File: src/rtl/tdc_pkg.sv
// Shared definitions for the TDC time-stamp engine: derived widths, record layout, encoder mode.
// No logic, no latency.
// Encoder mode follows TDC_BUBBLE_FIX_EN (popcount when defined, leading-ones otherwise).
package tdc_pkg;

    typedef enum logic {
        ENC_LEADING_ONES = 1'b0,
        ENC_POPCOUNT     = 1'b1
    } enc_mode_e;

`ifdef TDC_BUBBLE_FIX_EN
    localparam enc_mode_e ENC_MODE = ENC_POPCOUNT;
`else
    localparam enc_mode_e ENC_MODE = ENC_LEADING_ONES;
`endif

    // Channel tag width; a single channel still carries a 1-bit tag.
    function automatic int ch_w_f(input int nch);
        return (nch > 1) ? $clog2(nch) : 1;
    endfunction

    // Fine value ranges over 0..TAPS inclusive.
    function automatic int fine_w_f(input int taps);
        return $clog2(taps + 1);
    endfunction

    // Record layout {channel, coarse, fine}, fine in the LSBs.
    localparam int FINE_LSB = 0;

    function automatic int coarse_lsb_f(input int fine_w);
        return fine_w;
    endfunction

    function automatic int ch_lsb_f(input int fine_w, input int coarse_w);
        return fine_w + coarse_w;
    endfunction

endpackage

File: src/rtl/tdc_therm_enc.sv
// Thermometer-to-binary fine encoder for one delay-line channel.
// Combinational, zero latency; no flow control.
// TDC_BUBBLE_FIX_EN selects popcount (bubble tolerant) instead of leading-ones count.
module tdc_therm_enc
    import tdc_pkg::*;
#(
    parameter  int TAPS   = 128,
    localparam int FINE_W = fine_w_f(TAPS)
) (
    input  logic [TAPS-1:0]   therm_i,
    output logic [FINE_W-1:0] fine_o
);

`ifdef TDC_BUBBLE_FIX_EN
    // Count every set tap so isolated bubbles near the edge still land on the right bin.
    always_comb begin
        fine_o = '0;
        for (int i = 0; i < TAPS; i++) begin
            fine_o = fine_o + FINE_W'(therm_i[i]);
        end
    end
`else
    // Length of the unbroken run of ones starting at tap 0.
    always_comb begin
        logic run;
        run    = 1'b1;
        fine_o = '0;
        for (int i = 0; i < TAPS; i++) begin
            run    = run & therm_i[i];
            fine_o = fine_o + FINE_W'(run);
        end
    end
`endif

endmodule

File: src/rtl/tdc_stamp_engine.sv
// Multi-channel TDC time stamper: per-hit {channel, coarse, fine} records queued in a show-ahead FIFO.
// Hit at edge k -> rec_valid after edge k+1 (k+2 with TDC_BUBBLE_FIX_EN, which adds an encoder register).
// rec_ready low holds rec_data; a full FIFO stalls the slots, and a hit on an occupied slot is dropped and counted.
module tdc_stamp_engine
    import tdc_pkg::*;
#(
    parameter  int NCH        = 2,
    parameter  int TAPS       = 128,
    parameter  int COARSE_W   = 16,
    parameter  int FIFO_DEPTH = 16,
    parameter  int DROP_W     = 8,
    localparam int CH_W       = ch_w_f(NCH),
    localparam int FINE_W     = fine_w_f(TAPS),
    localparam int REC_W      = CH_W + COARSE_W + FINE_W,
    localparam int LVL_W      = $clog2(FIFO_DEPTH) + 1
) (
    input  logic                clk,
    input  logic                rst,
    input  logic                enable,
    input  logic [NCH-1:0]      hit_i,
    input  logic [NCH*TAPS-1:0] therm_i,
    output logic [REC_W-1:0]    rec_data,
    output logic                rec_valid,
    input  logic                rec_ready,
    output logic [DROP_W-1:0]   drop_cnt,
    output logic [LVL_W-1:0]    fifo_level
);

    localparam int AW         = LVL_W - 1;
    localparam int DSUM_W     = DROP_W + 4;
    localparam int COARSE_LSB = coarse_lsb_f(FINE_W);
    localparam int CH_LSB     = ch_lsb_f(FINE_W, COARSE_W);

    logic [COARSE_W-1:0] coarse_q;
    logic [NCH-1:0]      hit_q;
    logic [NCH-1:0]      rise;
    logic [FINE_W-1:0]   fine [NCH];

    logic [NCH-1:0]      cap_vld;
    logic [COARSE_W-1:0] cap_coarse;
    logic [FINE_W-1:0]   cap_fine [NCH];

    logic [NCH-1:0]      slot_vld_q;
    logic [COARSE_W-1:0] slot_coarse_q [NCH];
    logic [FINE_W-1:0]   slot_fine_q [NCH];

    logic [NCH-1:0]      hi_req;
    logic [NCH-1:0]      drain;
    logic                hi_found, lo_found, gnt_vld;
    logic [CH_W-1:0]     hi_idx, lo_idx, gnt_idx;
    logic [CH_W-1:0]     rr_q, rr_d;
    logic [DSUM_W-1:0]   drop_sum;
    logic [DROP_W-1:0]   drop_q, drop_d;

    logic [REC_W-1:0]    mem [FIFO_DEPTH];
    logic [AW:0]         wr_q, rd_q;
    logic                full, empty, push, pop;
    logic [REC_W-1:0]    push_dat;

    for (genvar c = 0; c < NCH; c++) begin : g_enc
        tdc_therm_enc #(.TAPS(TAPS)) u_enc (
            .therm_i (therm_i[c*TAPS +: TAPS]),
            .fine_o  (fine[c])
        );
    end

    // Free-running coarse time base (parked at 0 while disabled) and hit edge history.
    always_ff @(posedge clk or posedge rst) begin
        if (rst) begin
            coarse_q <= '0;
            hit_q    <= '0;
        end else begin
            coarse_q <= enable ? coarse_q + COARSE_W'(1) : '0;
            hit_q    <= hit_i;
        end
    end

    assign rise = hit_i & ~hit_q & {NCH{enable}};

`ifdef TDC_BUBBLE_FIX_EN
    logic [NCH-1:0]      pipe_vld_q;
    logic [COARSE_W-1:0] pipe_coarse_q;
    logic [FINE_W-1:0]   pipe_fine_q [NCH];

    // Register the popcount result; the coarse stamp travels with it so it still reflects the hit edge.
    always_ff @(posedge clk or posedge rst) begin
        if (rst) begin
            pipe_vld_q    <= '0;
            pipe_coarse_q <= '0;
            for (int c = 0; c < NCH; c++) pipe_fine_q[c] <= '0;
        end else begin
            pipe_vld_q    <= rise;
            pipe_coarse_q <= coarse_q;
            pipe_fine_q   <= fine;
        end
    end

    assign cap_vld    = pipe_vld_q;
    assign cap_coarse = pipe_coarse_q;
    assign cap_fine   = pipe_fine_q;
`else
    assign cap_vld    = rise;
    assign cap_coarse = coarse_q;
    assign cap_fine   = fine;
`endif

    assign pop  = rec_valid & rec_ready;
    assign push = gnt_vld;

    // Round-robin pick: lowest valid slot at or above rr_q, else lowest valid slot overall.
    assign hi_req = slot_vld_q & ({NCH{1'b1}} << rr_q);

    always_comb begin
        hi_found = 1'b0;
        lo_found = 1'b0;
        hi_idx   = '0;
        lo_idx   = '0;
        for (int c = NCH - 1; c >= 0; c--) begin
            if (hi_req[c]) begin
                hi_found = 1'b1;
                hi_idx   = CH_W'(c);
            end
            if (slot_vld_q[c]) begin
                lo_found = 1'b1;
                lo_idx   = CH_W'(c);
            end
        end
        gnt_idx = hi_found ? hi_idx : lo_idx;
        gnt_vld = lo_found && (!full || pop);
        rr_d    = rr_q;
        if (gnt_vld) rr_d = (gnt_idx == CH_W'(NCH - 1)) ? '0 : gnt_idx + CH_W'(1);
    end

    // Per-slot drain flags and the saturating drop count for hits landing on a busy slot.
    always_comb begin
        drain    = '0;
        drop_sum = {4'b0, drop_q};
        for (int c = 0; c < NCH; c++) begin
            drain[c] = gnt_vld && (gnt_idx == CH_W'(c));
            if (cap_vld[c] && slot_vld_q[c] && !drain[c]) drop_sum = drop_sum + DSUM_W'(1);
        end
        drop_d = (drop_sum > {4'b0, {DROP_W{1'b1}}}) ? {DROP_W{1'b1}} : drop_sum[DROP_W-1:0];
    end

    // Slot load on capture (a slot draining this cycle may be refilled), clear on drain.
    always_ff @(posedge clk or posedge rst) begin
        if (rst) begin
            slot_vld_q <= '0;
            for (int c = 0; c < NCH; c++) begin
                slot_coarse_q[c] <= '0;
                slot_fine_q[c]   <= '0;
            end
        end else begin
            for (int c = 0; c < NCH; c++) begin
                if (cap_vld[c] && (!slot_vld_q[c] || drain[c])) begin
                    slot_vld_q[c]    <= 1'b1;
                    slot_coarse_q[c] <= cap_coarse;
                    slot_fine_q[c]   <= cap_fine[c];
                end else if (drain[c]) begin
                    slot_vld_q[c] <= 1'b0;
                end
            end
        end
    end

    // Assemble the granted slot into a record.
    always_comb begin
        push_dat                            = '0;
        push_dat[CH_LSB +: CH_W]            = gnt_idx;
        push_dat[COARSE_LSB +: COARSE_W]    = slot_coarse_q[gnt_idx];
        push_dat[FINE_LSB +: FINE_W]        = slot_fine_q[gnt_idx];
    end

    // Record storage; at full with a pop, the write lands in the entry being vacated.
    always_ff @(posedge clk) begin
        if (push) mem[wr_q[AW-1:0]] <= push_dat;
    end

    // FIFO pointers, arbitration pointer and drop counter.
    always_ff @(posedge clk or posedge rst) begin
        if (rst) begin
            wr_q   <= '0;
            rd_q   <= '0;
            rr_q   <= '0;
            drop_q <= '0;
        end else begin
            wr_q   <= wr_q + LVL_W'(push);
            rd_q   <= rd_q + LVL_W'(pop);
            rr_q   <= rr_d;
            drop_q <= drop_d;
        end
    end

    assign fifo_level = wr_q - rd_q;
    assign empty      = (wr_q == rd_q);
    assign full       = (fifo_level == LVL_W'(FIFO_DEPTH));
    assign rec_valid  = ~empty;
    assign rec_data   = rec_valid ? mem[rd_q[AW-1:0]] : '0;
    assign drop_cnt   = drop_q;

endmodule

File: config.mk
export PLATFORM = sky130hd
export DESIGN_NAME = tdc_stamp_engine
export DESIGN_NICKNAME = d
export VERILOG_FILES = /design/src/rtl/tdc_pkg.sv /design/src/rtl/tdc_therm_enc.sv /design/src/rtl/tdc_stamp_engine.sv
export SDC_FILE = /design/constraint.sdc
export NUM_CORES = 1
export LEC_CHECK = 0
export ABC_AREA = 1
export CAP_MARGIN = 20
export CORE_MARGIN = 2
export CORE_UTILIZATION = 50
export CTS_BUF_LIST = sky130_fd_sc_hd__clkbuf_16
export CTS_CLUSTER_SIZE = 10
export DETAILED_ROUTE_END_ITERATION = 7
export GPL_ROUTABILITY_DRIVEN = 1
export HOLD_SLACK_MARGIN = 0.05
export PLACE_DENSITY = 0.75
export SETUP_SLACK_MARGIN = 0.05
export SKIP_CTS_REPAIR_TIMING = 1
export SYNTH_ARGS = -nofsm -noshare
export SYNTH_HDL_FRONTEND = slang
export SYNTH_HIERARCHICAL = 1
export SYNTH_SLANG_ARGS = --single-unit
File: constraint.sdc
create_clock -name clk -period 4.35 [get_ports clk]
set_input_delay 1.305 -clock clk [delete_from_list [all_inputs] [get_ports clk]]
set_output_delay 1.305 -clock clk [all_outputs]
set_load 0.01 [all_outputs]
==> flow_summary.yaml <==
yosys:
  synth_compound_area_frac: 0.07045
  synth_cell_types: 48
  async_flop_share: 0.1786
  ys.warnings.count: 6
  synth_ff_type: "edfxtp_1"
  ys_seq_area_frac: 0.4786
  synth_edf_count: 400
  synth_top_cell_area_share: 0.4052
  synth_commonest_cells: "inv_1, edfxtp_1, nand2_1"
  synth-seq-cells: 487
  syn_avg_cell_area_um2: 11.25
  synthTopCellsByArea: "edfxtp_1, fa_1, dfrtp_1, inv_1, nand2_1"
  synth.net_count: 3189
  synthAdderAreaFrac: 0.1817
  synthXorXnorAreaFrac: 0.004727
  syn_inst: 2635
  synth_top_family_by_area: "adder cells"
  synthMuxAreaShare: 0.02030
  netlist_area_mm2: 0.02964
  synth.most_common_cell: "inv_1"
  synth_simple_gate_area_frac: 0.1655
  yosysTopAreaCell: "edfxtp_1"
worst_setup_path:
  endpoint_kind: "flop"
  startpoint: "therm_i[11]"
  arrival_ns: 15.32
  crit_type: "primary input to flop"
  crit_fanout: 2
  cpPeakStageDelay_ns: 0.57
  slowest_stage: "fa_1"
  r2r_cells: 18
  cp.required_ns: 4.82
  timing.rr.end: "drop_cnt[7]$_DFF_PP0_"
  ff2ff_setup_slack_ns: 0.80
  cp-start-kind: "primary input"
  rr_startpoint: "rd_q[0]$_DFF_PP0_"
detailed_routing:
  viasPerCell: 5.326
  drt_first_pass_iters: 5
  drtIter0Drc: 2054
  wl_per_cell_um: 19.67
  routed_wl_um: 81080
  drc: 0
  via_count: 21950
  antenna_left: 0
clocking:
  cts_buffers: 55
  path_clk_slew_ns: 0.06
  clockBufferDepth: 3
  htree_levels: 2
  cts_root_buf: "clkbuf_16"
  clk_latency_ns: 0.61
  clock_sinks: 487
  cts_tree: "done"
sta:
  period_minus_slack_ns: 14.85
  drv_slew: 0
  worstMarginPinSlew_ns: 0.8135
  fin_ws_ns: -10.50
  fin_setup_tns_ns: -162.36
  period_share: 3.414
  hold_violations: 0
  slew_headroom: 0.4577
  fmax_ghz: 0.06733
  skew_ns: 0.03209
  setup_viol: 16
  rsz0062_at_grt: "true"
grt:
  grt-ovfl-total: 0
  antenna_found_initial: 5
  grt_pass1_vias: 22580
  grt_max_degree: 96
  grt.busiest_layer: "met2"
  grt_pass1_wl_um: 121300
  met3_usage: 0.03828
  grt_use_met1: 0.3348
  track_usage: 0.2555
  met2_usage: 0.4422
cells_and_area:
  layout-drive-gt1-share: 0.2250
  ff_latch_area_mm2: 0.01420
  fillerInstances: 4223
  final_util: 0.6611
  multi_input_area_mm2: 0.01355
  syn_to_final_growth_pct: 31.13
  fin_nets: 3863
  final_area_mm2: 0.03887
  fin_cells: 4121
placed_design:
  placed_cells: 3949
  place_hpwl_um: 55450
  port-buffer-count: 300
  gp_congestion: 0.9207
  place_area_mm2: 0.03602
hold_path:
  hold_start: "slot_coarse_q[26]$_DFFE_PP0P_"
  hold_depth: 2
  hp-class: "flop to flop"
  holdPathEnd: "slot_coarse_q[26]$_DFFE_PP0P_"
power:
  power_frac_seq: 0.356
  pwr_density_cell_mw_per_mm2: 453.7
  switching_share: 0.3687
  p_int_w: 0.01113
  power_frac_clock: 0.233
  p_sw_w: 0.006504
  power_leakage_nw: 16.85
  ir_drop_mv: 0.4594
  p_comb_frac: 0.411
die:
  die_h_um: 247.5
  initial_core_util: 0.5042
  core.rowCount: 89
  io_pins: 301
  die_w_um: 247.5
  fp.coreArea_mm2: 0.05880
  die_area_mm2: 0.06125
run_status:
  status: "complete, but fails checks"
  violations: "negative setup slack"
flow_run:
  drv_cap: 0
## critical path: cells and delay by family
family / cells / cell delay [ns]
multiplexers: 1 / 0.26
AND/OR/NAND/NOR: 56 / 6.54
adder cells (fa/ha/maj): 12 / 5.62
AO/OA/AOI/OAI: 3 / 0.44
buffers and inverters: 8 / 1.01
XOR/XNOR: 1 / 0.10
## cell families (layout without fill, tap and decap cells)
group,Yosys count,after routing
other,0,2
adders and majority gates,292,292
buffers and inverters,612,1323
muxes,59,59
DFF,487,487
xor gates and xnor gates,16,16
AOI/OAI and AO/OA,365,365
and+or+nand+nor,804,804
## sequential cells by signal (all words and copies together), names as in the netlist
signal / count
cap_coarse: 16
drop_cnt: 8
hit_q: 2
mem: 400
rd_q: 5
rr_q: 1
slot_coarse_q: 32
slot_fine_q: 16
slot_vld_q: 2
wr_q: 5
## through the flow
stage	setup slack [ns]	total power (W)	hold WS, ns
global placement	-11.20	0.01271	0.4662
detailed placement	-11.70	0.01292	0.4737
global route	-11.28	0.01843	0.5030
floorplan	-11.07	0.009904	0.4534
finish	-10.50	0.01764	0.4893
CTS	-11.09	0.01704	0.4876
## how the worst max path moves through the flow
stage / endpoint / slack [ns] / cells after the start
after global placement: slot_fine_q[6]$_DFFE_PP0P_ / -11.20 / 87
after CTS: slot_fine_q[14]$_DFFE_PP0P_ / -11.09 / 86
after floorplan: slot_fine_q[14]$_DFFE_PP0P_ / -11.07 / 85
final: slot_fine_q[14]$_DFFE_PP0P_ / -10.50 / 81
after global routing: slot_fine_q[6]$_DFFE_PP0P_ / -11.28 / 87
after detailed placement: slot_fine_q[14]$_DFFE_PP0P_ / -11.70 / 86
## placed cells by master, fill, tap and decap left out, types with 4 or more instances in the layout
| cell type | Yosys | routed |
|---|---|---|
| nor3_1 | 34 | 34 |
| o22ai_1 | 50 | 50 |
| mux2_2 | 9 | 6 |
| clkbuf_16 | 0 | 63 |
| inv_2 | 4 | 21 |
| a21oi_1 | 103 | 95 |
| nor2_2 | 5 | 24 |
| a211oi_2 | 0 | 11 |
| clkdlybuf4s50_1 | 0 | 258 |
| nand3_4 | 3 | 4 |
| fa_1 | 231 | 220 |
| mux2i_1 | 50 | 50 |
| nand3_1 | 40 | 38 |
| nand3_2 | 7 | 8 |
| dlymetal6s2s_1 | 0 | 33 |
| edfxtp_1 | 400 | 400 |
| fa_2 | 0 | 11 |
| ha_1 | 61 | 52 |
| xor2_1 | 16 | 13 |
| buf_16 | 0 | 4 |
| nand2_1 | 358 | 354 |
| nor2_4 | 65 | 67 |
| nor2_1 | 194 | 173 |
| nand4_4 | 60 | 62 |
| a21oi_2 | 2 | 10 |
| buf_6 | 0 | 12 |
| a211oi_1 | 25 | 12 |
| nor3b_1 | 5 | 5 |
| o221ai_1 | 25 | 24 |
| buf_12 | 0 | 13 |
| o21ai_0 | 152 | 148 |
| buf_8 | 1 | 4 |
| dfrtp_1 | 87 | 83 |
| buf_4 | 1 | 370 |
| nand2_2 | 12 | 15 |
| inv_1 | 518 | 533 |
| ha_4 | 0 | 8 |
## power by group through the flow
stage / logic, W / clock network [W] / registers (W)
after global routing: 0.00776 / 0.00434 / 0.00633
after global placement: 0.00638 / 0 / 0.00633
final: 0.00725 / 0.00411 / 0.00628
after CTS: 0.00662 / 0.00415 / 0.00627
after detailed placement: 0.00656 / 0 / 0.00636
after floorplan: 0.00361 / 0 / 0.00630
## layout make-up
| class | instances | share of cell area |
|---|---|---|
| clock inverters | 39 | 0.005923 |
| repair buffers | 703 | 0.1683 |
| flip-flops and latches | 487 | 0.3652 |
| repair inverters | 1 | 0.0002253 |
| clock buffers | 55 | 0.03541 |
| well taps | 773 | 0.02488 |
| inverters | 525 | 0.05121 |
| multi-input cells | 1536 | 0.3487 |
| diodes | 2 | 0.0001288 |
## routing by layer
metal	wire (µm)	share of wire
met4	2086	0.026
met1	31300	0.39
met2	41070	0.51
met5	28	0.00035
met3	6591	0.081
No activity file was read; power rests on OpenSTA's default activity.
==> patch 1: new RTL, config.mk and constraints unchanged <==
The option `TDC_BUBBLE_FIX_EN` is turned on by a define.
--- a/src/rtl/tdc_pkg.sv
+++ b/src/rtl/tdc_pkg.sv
@@ -2,4 +2,6 @@
 // No logic, no latency.
 // Encoder mode follows TDC_BUBBLE_FIX_EN (popcount when defined, leading-ones otherwise).
+`define TDC_BUBBLE_FIX_EN
+
 package tdc_pkg;
 
Check against the original RTL: not equivalent (Yosys sat finds a counterexample within 4 cycles, from zero or initial values and one cycle with rst high).
==> patch 1 against the unedited design <==
- sequential cell count rose by 34
- synthesized area fell by 6.7%
- design area fell by 12%
- the run still ends with setup timing left
- non-clock buffer count fell by 315
- clock skew fell by 0.014 ns
- wire length fell by 16%
- setup slack improved by 7.7 ns
- count of clock-buffer cells in the layout rose by 5
Power is not shown: default switching activity piles up to over one toggle a cycle in this logic, so the estimate is an artifact.
==> patch 1: results (changes against the unedited design) <==
multi-input logic area=11000 um2 (was 13600 um2); Clock buf/inv share=0.0468 (was 0.0413); Net Count, Synth=2865 (was 3189); FF+latch count=521 (was 487); Post-synth top cells=inv_1, edfxtp_1, nand2_1, fa_1, o21ai_0 (was inv_1, edfxtp_1, nand2_1, fa_1, nor2_1); Non-CTS inverters=431 (was 526); failing checks=setup timing (unchanged); CTS max path bufs=3 (unchanged); Setup Viol. Count Final=16 (unchanged); Fill cells=4052 (was 4223); initial antenna violation count=7 (was 5); first-pass GRT wire length=103000 um (was 121000 um); ANT cells=4 (was 2); largest net degree at the start of global routing=91 (was 96); Crit path largest cell delay=0.54 ns (was 0.57 ns); final worst slack=-2.84 ns (was -10.50 ns); GRT Total Usage=0.237 (was 0.256); CP delay by family, top=adder cells (was simple AND/OR/NAND/NOR gates); relative slew slack=0.429 (was 0.458); Skew-Pair Late Insertion Delay=0.59 ns (was 0.61 ns); distinct cell type count after synthesis=44 (was 48); fin nets=3228 (was 3863); Seq/Total Area, Yosys=0.544 (was 0.479); sequential fraction of total cell area=0.439 (was 0.365); worst clock skew=0.0185 ns (was 0.0321 ns); 1st-iter DRT viols=1337 (was 2054); multi-input gate count=1274 (was 1536); DP Wirelength=45900 um (was 55500 um); largest cells by area after synthesis=edfxtp_1, fa_1, dfrtp_1 (unchanged); clk_buf instances=60 (was 55); vias in the first global route=19414 (was 22582); fraction of area in non-clock buffers=0.121 (was 0.168); FFs w/ async S/R, synth=0.232 (was 0.179); CTS buffer count=58 (was 55); Non-CTS buffers=388 (was 703); gpl congestion=0.904 (was 0.921); layout cell share with drive strength beyond 1=0.136 (was 0.225); Reg clk slew, reported paths=0.05 ns; Ys Warns=6 (unchanged); average wire per standard cell=20.0 um (was 19.7 um); status=finished with violations (unchanged)
[patch 1: worst paths after layout]
kind	start	to	slack, ns	cells past startpoint
worst max register to register	rd_q[0]	drop_cnt[6]	1.13	17
max in group asynchronous	rst	slot_coarse_q[31]	2.27	3
worst min-delay path	coarse_q[3]	cap_coarse[3]	0.39	0
worst min register to register	coarse_q[3]	cap_coarse[3]	0.39	0
min in group asynchronous	rst	drop_cnt[2]	1.26	2
worst max-delay path	therm_i[235]	cap_fine[6]	-2.84	29
[patch 1: kinds of logic (layout without fill, tap and decap cells)]
logic type | count (synthesis) | count (layout) | synth area share
xor+xnor | 19 | 19 | 0.00601
simple gates | 535 | 535 | 0.0837
compound gates | 354 | 354 | 0.0729
buf+inv | 516 | 898 | 0.0712
mux | 74 | 74 | 0.0279
flops | 521 | 521 | 0.544
fa+ha+maj | 292 | 292 | 0.195
other cells | 0 | 4 | 0
[patch 1: routing by layer]
metal	track usage	vias up	wire (um)	part of all wire
li1	-	8316	-	-
met1	0.282	9070	25300	0.37
met2	0.439	746	35400	0.52
met3	0.0451	131	5320	0.078
met4	0.0576	6	1990	0.029
met5	0	-	32	0.00047
[patch 1: metrics by stage]
step           cell area, um2  utilization  worst slack (ns)  instances  hold WS [ns]
3_3_place_gp            32100        0.585             -3.85       3314         0.362
6_report                34300        0.625             -2.84       3401         0.395
4_1_cts                 33700        0.614             -3.33       3393         0.397
2_1_floorplan           27700            -             -3.05       2311         0.354
3_5_place_dp            32100        0.585             -3.95       3314         0.368
5_1_grt                 34300        0.625             -3.01       3400         0.410
==> patch 2: new RTL, same flow settings <==
Without the edit above. Take the reset off `rr_q` and load it in a clocked block of its own.
--- a/src/rtl/tdc_stamp_engine.sv
+++ b/src/rtl/tdc_stamp_engine.sv
@@ -182,12 +182,14 @@
             wr_q   <= '0;
             rd_q   <= '0;
-            rr_q   <= '0;
             drop_q <= '0;
         end else begin
             wr_q   <= wr_q + LVL_W'(push);
             rd_q   <= rd_q + LVL_W'(pop);
-            rr_q   <= rr_d;
             drop_q <= drop_d;
         end
+    end
+
+    always_ff @(posedge clk) begin
+        rr_q <= rr_d;
     end
 
Formal check against the unedited RTL: no difference found for any inputs over 4 cycles, from zero or initial values and one cycle with rst high; that may be too few to reach the edited logic, so the function may still have changed.
==> patch 2 against the unedited design <==
- the run still ends with setup timing left
- first-iteration DRC count down 11%
- critical endpoint is now slot_fine_q[6]
- design area down 1.0%
- maximum frequency rose by 0.38%
- sequential power about the same
- synthesized area is 0.31% lower
- wire length rose by 1.6%
- power is 0.85% lower
- setup slack improved by 0.056 ns
- sequential cell count did not move
==> patch 2: results (changes against the unedited design) <==
status=finished with violations (unchanged); failing checks=setup timing (unchanged); layout cell share with drive strength beyond 1=0.216 (was 0.225); Net Count, Synth=3194 (was 3189); initial antenna violation count=6 (was 5); synthesized area per cell=11.2 um2 (about the same); Fill cells=4236 (was 4223); CP max FO=3 (was 2); Seq/Total Area, Yosys=0.480 (was 0.479); final worst slack=-10.45 ns (was -10.50 ns); M1 GR Usage=0.333 (was 0.335); post-DR vias/cell=5.35 (was 5.33); R2R cell count=17 (was 18); Via Count=21973 (was 21947); distinct cell type count after synthesis=45 (was 48); Post-synth top cells=inv_1, edfxtp_1, nand2_1, fa_1, nor2_1 (unchanged); fin nets=3869 (was 3863); GRT Total Usage=0.259 (was 0.256); FFs w/ async S/R, synth=0.177 (was 0.179); largest cells by area after synthesis=edfxtp_1, fa_1, dfrtp_1 (unchanged); design area=38500 um2 (was 38900 um2); Placement Cell Area=35900 um2 (was 36000 um2); first-pass GRT wire length=121000 um (about the same); routed wire length=82400 um (was 81100 um); Worst R2R Start=rd_q[1] (was rd_q[0]); largest net degree at the start of global routing=117 (was 96); placed insts=3960 (was 3949); Skew-Pair Late Insertion Delay=0.59 ns (was 0.61 ns); crit path from=therm_i[128] (was therm_i[11]); 1st-iter DRT viols=1836 (was 2054); DP Wirelength=58500 um (was 55500 um); worst clock skew=0.0210 ns (was 0.0321 ns); met3 Use GR=0.0411 (was 0.0383); worst reg2reg setup slack=0.92 ns (was 0.80 ns); Setup Viol. Count Final=16 (unchanged); Leak=16.6 nW (was 16.8 nW); sum of negative setup slack=-161.88 ns (was -162.36 ns)
-- patch 2: metal layers --
metal  vias up  routed length (um)
li1       9995                   -
met4        10                1920
met1     10740               31400
met3       157                6900
met2      1071               42100
met5         -                  65
-- patch 2: final cells by class --
| type | count | area share |
|---|---|---|
| tap | 773 | 0.0251 |
| inverter | 529 | 0.0519 |
| sequential | 487 | 0.369 |
| clock inverter | 22 | 0.00338 |
| timing repair buffer | 705 | 0.166 |
| multi-input combinational | 1538 | 0.349 |
| antenna | 1 | 0.0000650 |
| clock buffer | 54 | 0.0351 |
-- patch 2: per-stage QoR --
stage,setup slack [ns],power (W)
final,-10.45,0.0175
after global routing,-11.32,0.0182
after CTS,-11.27,0.0169
after detailed placement,-11.87,0.0130
after global placement,-11.32,0.0127
after floorplan,-11.07,0.00984
-- patch 2: worst max-delay path, delay by kind of cell --
family / cells / cell delay [ns]
buffers and inverters: 3 / 0.24
AOI/OAI and AO/OA: 4 / 0.53
and+or+nand+nor: 64 / 7.41
adders and majority gates: 12 / 5.58
xor gates and xnor gates: 1 / 0.18
-- patch 2: logic make-up (layout without fill, tap and decap cells) --
logic type / after synthesis / count (layout) / synth area share
buf+inv: 615 / 1310 / 0.0793
flops: 487 / 487 / 0.480
xor+xnor: 17 / 17 / 0.00504
fa+ha+maj: 292 / 292 / 0.182
simple gates: 811 / 811 / 0.163
compound gates: 359 / 359 / 0.0694
mux: 59 / 59 / 0.0204
other cells: 0 / 1 / 0
-- patch 2: worst min-delay path by stage --
stage | cells past startpoint | slack, ns | start | endpoint
final | 2 | 0.49 | slot_coarse_q[13] | slot_coarse_q[13]
after global routing | 2 | 0.51 | slot_coarse_q[13] | slot_coarse_q[13]
after CTS | 2 | 0.49 | slot_coarse_q[8] | slot_coarse_q[8]
after detailed placement | 2 | 0.47 | slot_coarse_q[8] | slot_coarse_q[8]
after global placement | 2 | 0.47 | slot_coarse_q[22] | slot_coarse_q[22]
after floorplan | 2 | 0.45 | slot_coarse_q[0] | slot_coarse_q[0]
-- patch 2: power breakdown --
part	switching (W)	internal, W	leakage (nW)	total (W)
clock	0.00171	0.00221	0.789	0.00392
sequential	0.000281	0.00601	4.83	0.00629
combinational	0.00453	0.00275	11.0	0.00728
total	0.00652	0.0110	16.6	0.0175
